<file path="config.mk">
export PLATFORM = sky130hd
export DESIGN_NAME = multicycle_controller
export DESIGN_NICKNAME = d
export VERILOG_FILES = /design/src/rtl/ctrl_pkg.sv /design/src/rtl/cond_check.sv /design/src/rtl/multicycle_controller.sv
export SDC_FILE = /design/constraint.sdc
export NUM_CORES = 1
export LEC_CHECK = 0
export CAP_MARGIN = 15
export CORE_AREA = 2 2 47 58
export DETAILED_ROUTE_END_ITERATION = 7
export DIE_AREA = 0 0 49 60
export PLACE_DENSITY = 0.81
export REMOVE_ABC_BUFFERS = 1
export SETUP_SLACK_MARGIN = 0.02
export SLEW_MARGIN = 15
export SYNTH_ARGS = -nofsm -noshare
export SYNTH_HDL_FRONTEND = slang
export SYNTH_SLANG_ARGS = --single-unit
</file>
<file path="constraint.sdc">
create_clock -name clk -period 3.3 [get_ports clk]
set_input_delay 0.33 -clock clk [delete_from_list [all_inputs] [get_ports clk]]
set_output_delay 0.33 -clock clk [all_outputs]
set_load 0.02 [all_outputs]
</file>
<file path="src/rtl/ctrl_pkg.sv">
// Shared encodings for the multicycle ARM-subset controller: FSM states,
// ALU operations, condition codes and datapath select values.
package ctrl_pkg;

    typedef enum logic [3:0] {
        IDLE   = 4'd0,
        FETCH  = 4'd1,
        DECODE = 4'd2,
        MEMADR = 4'd3,
        MEMRD  = 4'd4,
        MEMWR  = 4'd5,
        MEMWB  = 4'd6,
        EXECR  = 4'd7,
        EXECI  = 4'd8,
        ALUWB  = 4'd9,
        BRANCH = 4'd10
    } state_t;

    localparam logic [1:0] ALU_ADD = 2'b00;
    localparam logic [1:0] ALU_SUB = 2'b01;
    localparam logic [1:0] ALU_AND = 2'b10;
    localparam logic [1:0] ALU_ORR = 2'b11;

    localparam logic [3:0] CMD_ADD = 4'b0100;
    localparam logic [3:0] CMD_SUB = 4'b0010;
    localparam logic [3:0] CMD_CMP = 4'b1010;
    localparam logic [3:0] CMD_AND = 4'b0000;
    localparam logic [3:0] CMD_ORR = 4'b1100;

    localparam logic [3:0] COND_EQ = 4'b0000;
    localparam logic [3:0] COND_NE = 4'b0001;
    localparam logic [3:0] COND_CS = 4'b0010;
    localparam logic [3:0] COND_CC = 4'b0011;
    localparam logic [3:0] COND_MI = 4'b0100;
    localparam logic [3:0] COND_PL = 4'b0101;
    localparam logic [3:0] COND_VS = 4'b0110;
    localparam logic [3:0] COND_VC = 4'b0111;
    localparam logic [3:0] COND_HI = 4'b1000;
    localparam logic [3:0] COND_LS = 4'b1001;
    localparam logic [3:0] COND_GE = 4'b1010;
    localparam logic [3:0] COND_LT = 4'b1011;
    localparam logic [3:0] COND_GT = 4'b1100;
    localparam logic [3:0] COND_LE = 4'b1101;
    localparam logic [3:0] COND_AL = 4'b1110;

    localparam logic [1:0] SRCB_RM   = 2'b00;
    localparam logic [1:0] SRCB_IMM  = 2'b01;
    localparam logic [1:0] SRCB_FOUR = 2'b10;

    localparam logic [1:0] RES_ALUOUT    = 2'b00;
    localparam logic [1:0] RES_READDATA  = 2'b01;
    localparam logic [1:0] RES_ALURESULT = 2'b10;

    // Unrecognised commands report as invalid so the controller can suppress their writes.
    function automatic logic [2:0] aluDecode(input logic [3:0] cmd);
        logic [2:0] result;
        case (cmd)
            CMD_ADD: result = {1'b1, ALU_ADD};
            CMD_SUB: result = {1'b1, ALU_SUB};
            CMD_CMP: result = {1'b1, ALU_SUB};
            CMD_AND: result = {1'b1, ALU_AND};
            CMD_ORR: result = {1'b1, ALU_ORR};
            default: result = {1'b0, ALU_ADD};
        endcase
        return result;
    endfunction

endpackage

</file>
<file path="src/rtl/cond_check.sv">
// Holds the NZCV flag register (with separate NZ / CV write enables) and
// evaluates the instruction condition against the stored flags.
module cond_check
    import ctrl_pkg::*;
#(
    parameter logic [3:0] FLAGS_RST = 4'b0000
) (
    input  logic       clk,
    input  logic       reset,
    input  logic [3:0] cond,
    input  logic [3:0] ALUFlags,
    input  logic [1:0] FlagWrite,
    output logic       CondEx,
    output logic [3:0] Flags
);

    logic [3:0] r_flags;
    logic       w_n;
    logic       w_z;
    logic       w_c;
    logic       w_v;

    // FlagWrite[1] loads N and Z, FlagWrite[0] loads C and V.
    always_ff @(posedge clk or negedge reset) begin
        if (!reset) begin
            r_flags <= FLAGS_RST;
        end else begin
            if (FlagWrite[1]) r_flags[3:2] <= ALUFlags[3:2];
            if (FlagWrite[0]) r_flags[1:0] <= ALUFlags[1:0];
        end
    end

    assign {w_n, w_z, w_c, w_v} = r_flags;
    assign Flags = r_flags;

    always_comb begin
        CondEx = 1'b0;
        case (cond)
            COND_EQ: CondEx = w_z;
            COND_NE: CondEx = ~w_z;
            COND_CS: CondEx = w_c;
            COND_CC: CondEx = ~w_c;
            COND_MI: CondEx = w_n;
            COND_PL: CondEx = ~w_n;
            COND_VS: CondEx = w_v;
            COND_VC: CondEx = ~w_v;
            COND_HI: CondEx = w_c & ~w_z;
            COND_LS: CondEx = ~w_c | w_z;
            COND_GE: CondEx = (w_n == w_v);
            COND_LT: CondEx = (w_n != w_v);
            COND_GT: CondEx = ~w_z & (w_n == w_v);
            COND_LE: CondEx = w_z | (w_n != w_v);
            COND_AL: CondEx = 1'b1;
            default: CondEx = 1'b0;
        endcase
    end

endmodule

</file>
<file path="src/rtl/multicycle_controller.sv">
// Moore-FSM control unit for the multicycle ARM-subset datapath: decodes
// Instr[31:12], sequences each instruction and drives every enable/select.
module multicycle_controller
    import ctrl_pkg::*;
#(
    parameter bit         MEM_WAIT_EN = 1'b1,
    parameter logic [3:0] FLAGS_RST   = 4'b0000
) (
    input  logic        clk,
    input  logic        reset,
    input  logic [19:0] Instr,
    input  logic [3:0]  ALUFlags,
    input  logic        mem_ready,
    output logic        PCWrite,
    output logic        MemWrite,
    output logic        RegWrite,
    output logic        IRWrite,
    output logic        AdrSrc,
    output logic [1:0]  RegSrc,
    output logic        ALUSrcA,
    output logic [1:0]  ALUSrcB,
    output logic [1:0]  ResultSrc,
    output logic [1:0]  ImmSrc,
    output logic [1:0]  ALUControl,
    output logic [3:0]  state_dbg
);

    state_t     r_state;
    state_t     w_nextState;
    logic [3:0] w_cond;
    logic [1:0] w_op;
    logic [5:0] w_funct;
    logic [3:0] w_cmd;
    logic       w_rd15;
    logic       w_memReady;
    logic       w_condEx;
    logic [3:0] w_flags;
    logic [1:0] w_flagWrite;
    logic [2:0] w_aluDec;
    logic       w_cmdValid;
    logic [1:0] w_aluCtl;
    logic       w_isCmp;
    logic       w_isAddSub;
    logic [1:0] w_regSrc;
    logic [1:0] w_immSrc;
    logic       w_unusedRn;

    assign w_cond     = Instr[19:16];
    assign w_op       = Instr[15:14];
    assign w_funct    = Instr[13:8];
    assign w_cmd      = w_funct[4:1];
    assign w_rd15     = (Instr[3:0] == 4'hF);
    assign w_unusedRn = ^Instr[7:4];
    assign w_memReady = MEM_WAIT_EN ? mem_ready : 1'b1;

    assign w_aluDec   = aluDecode(w_cmd);
    assign w_cmdValid = w_aluDec[2];
    assign w_aluCtl   = w_aluDec[1:0];
    assign w_isCmp    = (w_cmd == CMD_CMP);
    assign w_isAddSub = (w_cmd == CMD_ADD) || (w_cmd == CMD_SUB) || w_isCmp;

    assign w_regSrc = {(w_op == 2'b01) && !w_funct[0], (w_op == 2'b10)};
    assign w_immSrc = (w_op == 2'b01) ? 2'b01 : (w_op == 2'b10) ? 2'b10 : 2'b00;

    cond_check #(
        .FLAGS_RST(FLAGS_RST)
    ) u_condCheck (
        .clk      (clk),
        .reset    (reset),
        .cond     (w_cond),
        .ALUFlags (ALUFlags),
        .FlagWrite(w_flagWrite),
        .CondEx   (w_condEx),
        .Flags    (w_flags)
    );

    always_ff @(posedge clk or negedge reset) begin
        if (!reset) r_state <= IDLE;
        else        r_state <= w_nextState;
    end

    assign state_dbg = r_state;

    // mem_ready reaches the outputs only through the FETCH IRWrite/PCWrite gating.
    always_comb begin
        w_nextState = r_state;
        PCWrite     = 1'b0;
        MemWrite    = 1'b0;
        RegWrite    = 1'b0;
        IRWrite     = 1'b0;
        AdrSrc      = 1'b0;
        RegSrc      = 2'b00;
        ALUSrcA     = 1'b0;
        ALUSrcB     = SRCB_RM;
        ResultSrc   = RES_ALUOUT;
        ImmSrc      = 2'b00;
        ALUControl  = ALU_ADD;
        w_flagWrite = 2'b00;
        case (r_state)
            IDLE: w_nextState = FETCH;
            FETCH: begin
                IRWrite     = w_memReady;
                PCWrite     = w_memReady;
                ALUSrcA     = 1'b1;
                ALUSrcB     = SRCB_FOUR;
                ResultSrc   = RES_ALURESULT;
                w_nextState = w_memReady ? DECODE : FETCH;
            end
            DECODE: begin
                ALUSrcA   = 1'b1;
                ALUSrcB   = SRCB_FOUR;
                ResultSrc = RES_ALURESULT;
                case (w_op)
                    2'b00:   w_nextState = w_funct[5] ? EXECI : EXECR;
                    2'b01:   w_nextState = MEMADR;
                    2'b10:   w_nextState = BRANCH;
                    default: w_nextState = FETCH;
                endcase
            end
            MEMADR: begin
                ALUSrcB     = SRCB_IMM;
                ALUControl  = w_funct[3] ? ALU_ADD : ALU_SUB;
                w_nextState = w_funct[0] ? MEMRD : MEMWR;
            end
            MEMRD: begin
                AdrSrc      = 1'b1;
                w_nextState = w_memReady ? MEMWB : MEMRD;
            end
            MEMWR: begin
                AdrSrc      = 1'b1;
                MemWrite    = w_condEx;
                w_nextState = w_memReady ? FETCH : MEMWR;
            end
            MEMWB: begin
                ResultSrc   = RES_READDATA;
                RegWrite    = w_condEx && !w_rd15;
                PCWrite     = w_condEx && w_rd15;
                w_nextState = FETCH;
            end
            EXECR, EXECI: begin
                ALUSrcB     = (r_state == EXECI) ? SRCB_IMM : SRCB_RM;
                ALUControl  = w_aluCtl;
                if (w_condEx && w_cmdValid && (w_funct[0] || w_isCmp))
                    w_flagWrite = {1'b1, w_isAddSub};
                w_nextState = ALUWB;
            end
            ALUWB: begin
                ResultSrc = RES_ALUOUT;
                if (w_cmdValid && !w_isCmp) begin
                    RegWrite = w_condEx && !w_rd15;
                    PCWrite  = w_condEx && w_rd15;
                end
                w_nextState = FETCH;
            end
            BRANCH: begin
                ALUSrcB     = SRCB_IMM;
                ResultSrc   = RES_ALURESULT;
                PCWrite     = w_condEx;
                w_nextState = FETCH;
            end
            default: w_nextState = IDLE;
        endcase
        if (r_state != IDLE && r_state != FETCH) begin
            RegSrc = w_regSrc;
            ImmSrc = w_immSrc;
        end
    end

endmodule

</file>
==> results.toml <==
[status]
outcome = "complete, no violations"

[cells_and_area]
final_cells = 204
antenna_cells = 0
nets = 205
filler_cell_count = 235
syn_to_final_growth_pct = 47.0
drive_above_1_share_pct = 5.85

[cts]
h-tree-depth = 1
clkLatencyLatePin_ns = 0.26
clock_path_buffers = 2
clk_pin_slew_ns = 0.06
holdBufCountCts = 0
cts_made_buffers = 3
cts_tree = "yes"
clkSinkCount = 8
cts-root-buf = "clkbuf_4"
postCtsSetupBuffers = 0
cts_resized = 0

[power_and_ir_drop]
power.leakage_uw = 0.000629
ir_drop_v = 0.000444
cellPowerDensity_mw_per_mm2 = 624
power_uw = 912

[setup_path]
crit_path_max_fanout = 10
crit_required_ns = 2.97
critical_path.most_common_cell = "clkdlybuf4s50_1"
cp_cell_sequence = "clkdlybuf4s50_1 > or3b_1 > a21bo_1 > o32ai_1 > nor3_1 > o21bai_1 > clkdlybuf4s50_1"
reg2reg_from = "state_dbg[3]"
crit_slowest_cell = "clkdlybuf4s50_1"
cpPeakStageDelay_ns = 0.66
critPathKind = "in -> out"
start_kind = "input pin"
path_buf_inv = 2
startpoint = "Instr[19]"
arrival_ns = 2.76
critPathTopFamily = "buffers and inverters"
endpoint_kind = "primary output"

[yosys]
synth.most_common_cell = "a21oi_1"
ys_types = 42
syn_area_per_cell_sq_um = 7.48
yosys-top-cells-area = "dfrtp_1, a21oi_1, ha_1"
netlist_area_sq_um = 995
seq_area_frac_synth_pct = 20.1
synth_top_flop_cell = "dfrtp_1"
async_flop_share_pct = 100
synth_cells = 133
yosys.area.top_type_share_pct = 20.1
netlist_top_cells_count = "a21oi_1, nand2_1, nor2_1"
synth-edff-count = 0
yosysWarnings = 0
synth_seq_cells = 8
yosysTopAreaCell = "dfrtp_1"

[detailed_routing]
initialDrtViolationCount = 22
ant_nets = 0
wl_per_cell_microns = 13.5
drcViolationCount = 0
via_per_inst = 5.55
wl_microns = 2750
vias = 1132
firstDrtPassIters = 4

[job]
drv_cap = 0

[sta]
finalWorstPathRequiredPeriod_ns = 3.09
setup_viol = 0
tns_ns = 0
skew_ns = 0.0111
slew_headroom_pct = 69.6
hold_ws_ns = 0.335
slew_viol_final = 0
finalCritPeriodShare_pct = 93.8
fmax_mhz = 323
hold_violations = 0
rsz0062_at_grt = "no"
tightest_slew_ns = 0.453

[die]
fp.dieH_microns = 60
io_pins = 47
start_util_pct = 41.0
fp-row-count = 20
die_area_sq_mm = 0.00294
dieWidth_microns = 49
core_sq_mm = 0.00243

[min_path]
hp-class = "in -> async"

[global_routing]
grt_max_degree = 19
grt_usage_pct = 20.1
grt_pass1_vias = 1048
grt-ovfl-total = 0
antenna_found_initial = 0
grt_pass1_wl_microns = 4570

[placed_design]
io_buffers = 42
place_inst = 201
gp_congestion = 0.809
hpwlAfterDp_microns = 2170
==> registers in the layout, summed over array words and instances, names as in the netlist <==
signal	count
state_dbg	4
u_condCheck.Flags	4
==> report_power, final <==
part	leakage (uW)	switching, uW	internal [uW]
logic	0.000510	349	305
registers	0.000106	48.9	135
clock network	0.0000138	32.5	41.6
total	0.000629	430	482
==> area by class of cell <==
| type | count | area [sq um] | share of cell area (%) |
|---|---|---|---|
| flip-flops and latches | 8 | 200 | 13.7 |
| multi-input cells | 107 | 723 | 49.4 |
| repair buffers | 45 | 445 | 30.5 |
| well taps | 33 | 41.3 | 2.82 |
| inverters | 8 | 30.0 | 2.05 |
| clock buffers | 3 | 22.5 | 1.54 |
==> worst reg2reg max path, cell delays in order, from the launching register on <==
cell and delay [ns]:
dfrtp_1 0.59, or4b_4 0.53, a21o_1 0.23, nor3_2 0.21
o31ai_1 0.12, mux2_1 0.34
==> final timing paths <==
kind	end	slack [ns]	cells past startpoint
min in group clk	state_dbg[3]	0.58	2
min	state_dbg[3]	0.34	1
min reg2reg	state_dbg[3]	0.58	2
max	PCWrite	0.21	7
max reg2reg	u_condCheck.Flags[2]	1.15	5
max in group asynchronous	state_dbg[2]	2.71	1
==> cells by family after synthesis <==
family / share of synthesized area (%)
AOI/OAI and AO/OA: 23.4
xor gates and xnor gates: 5.28
adders and majority gates: 6.29
buffers and inverters: 8.30
DFF: 20.1
muxes: 5.53
and+or+nand+nor: 31.1
==> layout by cell type (no fill, tap or decap), drive strengths merged, types with 2 or more instances in the layout <==
cell type,Yosys,routed
nand4,2,2
o32ai,2,2
o21ai,8,8
a211oi,2,2
mux2,4,4
buf,5,3
nand4b,2,2
inv,8,8
nor3,6,6
nor2,10,10
xnor2,2,2
nor2b,5,5
and3,2,2
nand2,11,11
dfrtp,8,8
a21oi,14,14
o31ai,3,3
clkbuf,5,3
nor4,2,2
ha,5,5
clkdlybuf4s50,0,41
xor2,4,4
nand2b,5,5
nor3b,2,2
==> through the flow <==
step | utilization [%] | cell area [sq um] | setup slack [ns]
final | 60.3 | 1460 | 0.205
after global routing | 60.3 | 1460 | 0.0459
after CTS | 59.7 | 1450 | 0.0994
after detailed placement | 58.8 | 1430 | 0.109
after global placement | 58.8 | 1430 | 0.155
after floorplan | - | 942 | 0.992
==> routing by layer <==
metal	up-vias	share of wire [%]	global-route usage [%]
met1	530	40	21.4
met2	39	53	38.4
li1	557	-	-
met5	-	0	0
met4	0	1.6	8.98
met3	6	5.4	4.00
Note: power is estimated with default switching activity, not from simulation.
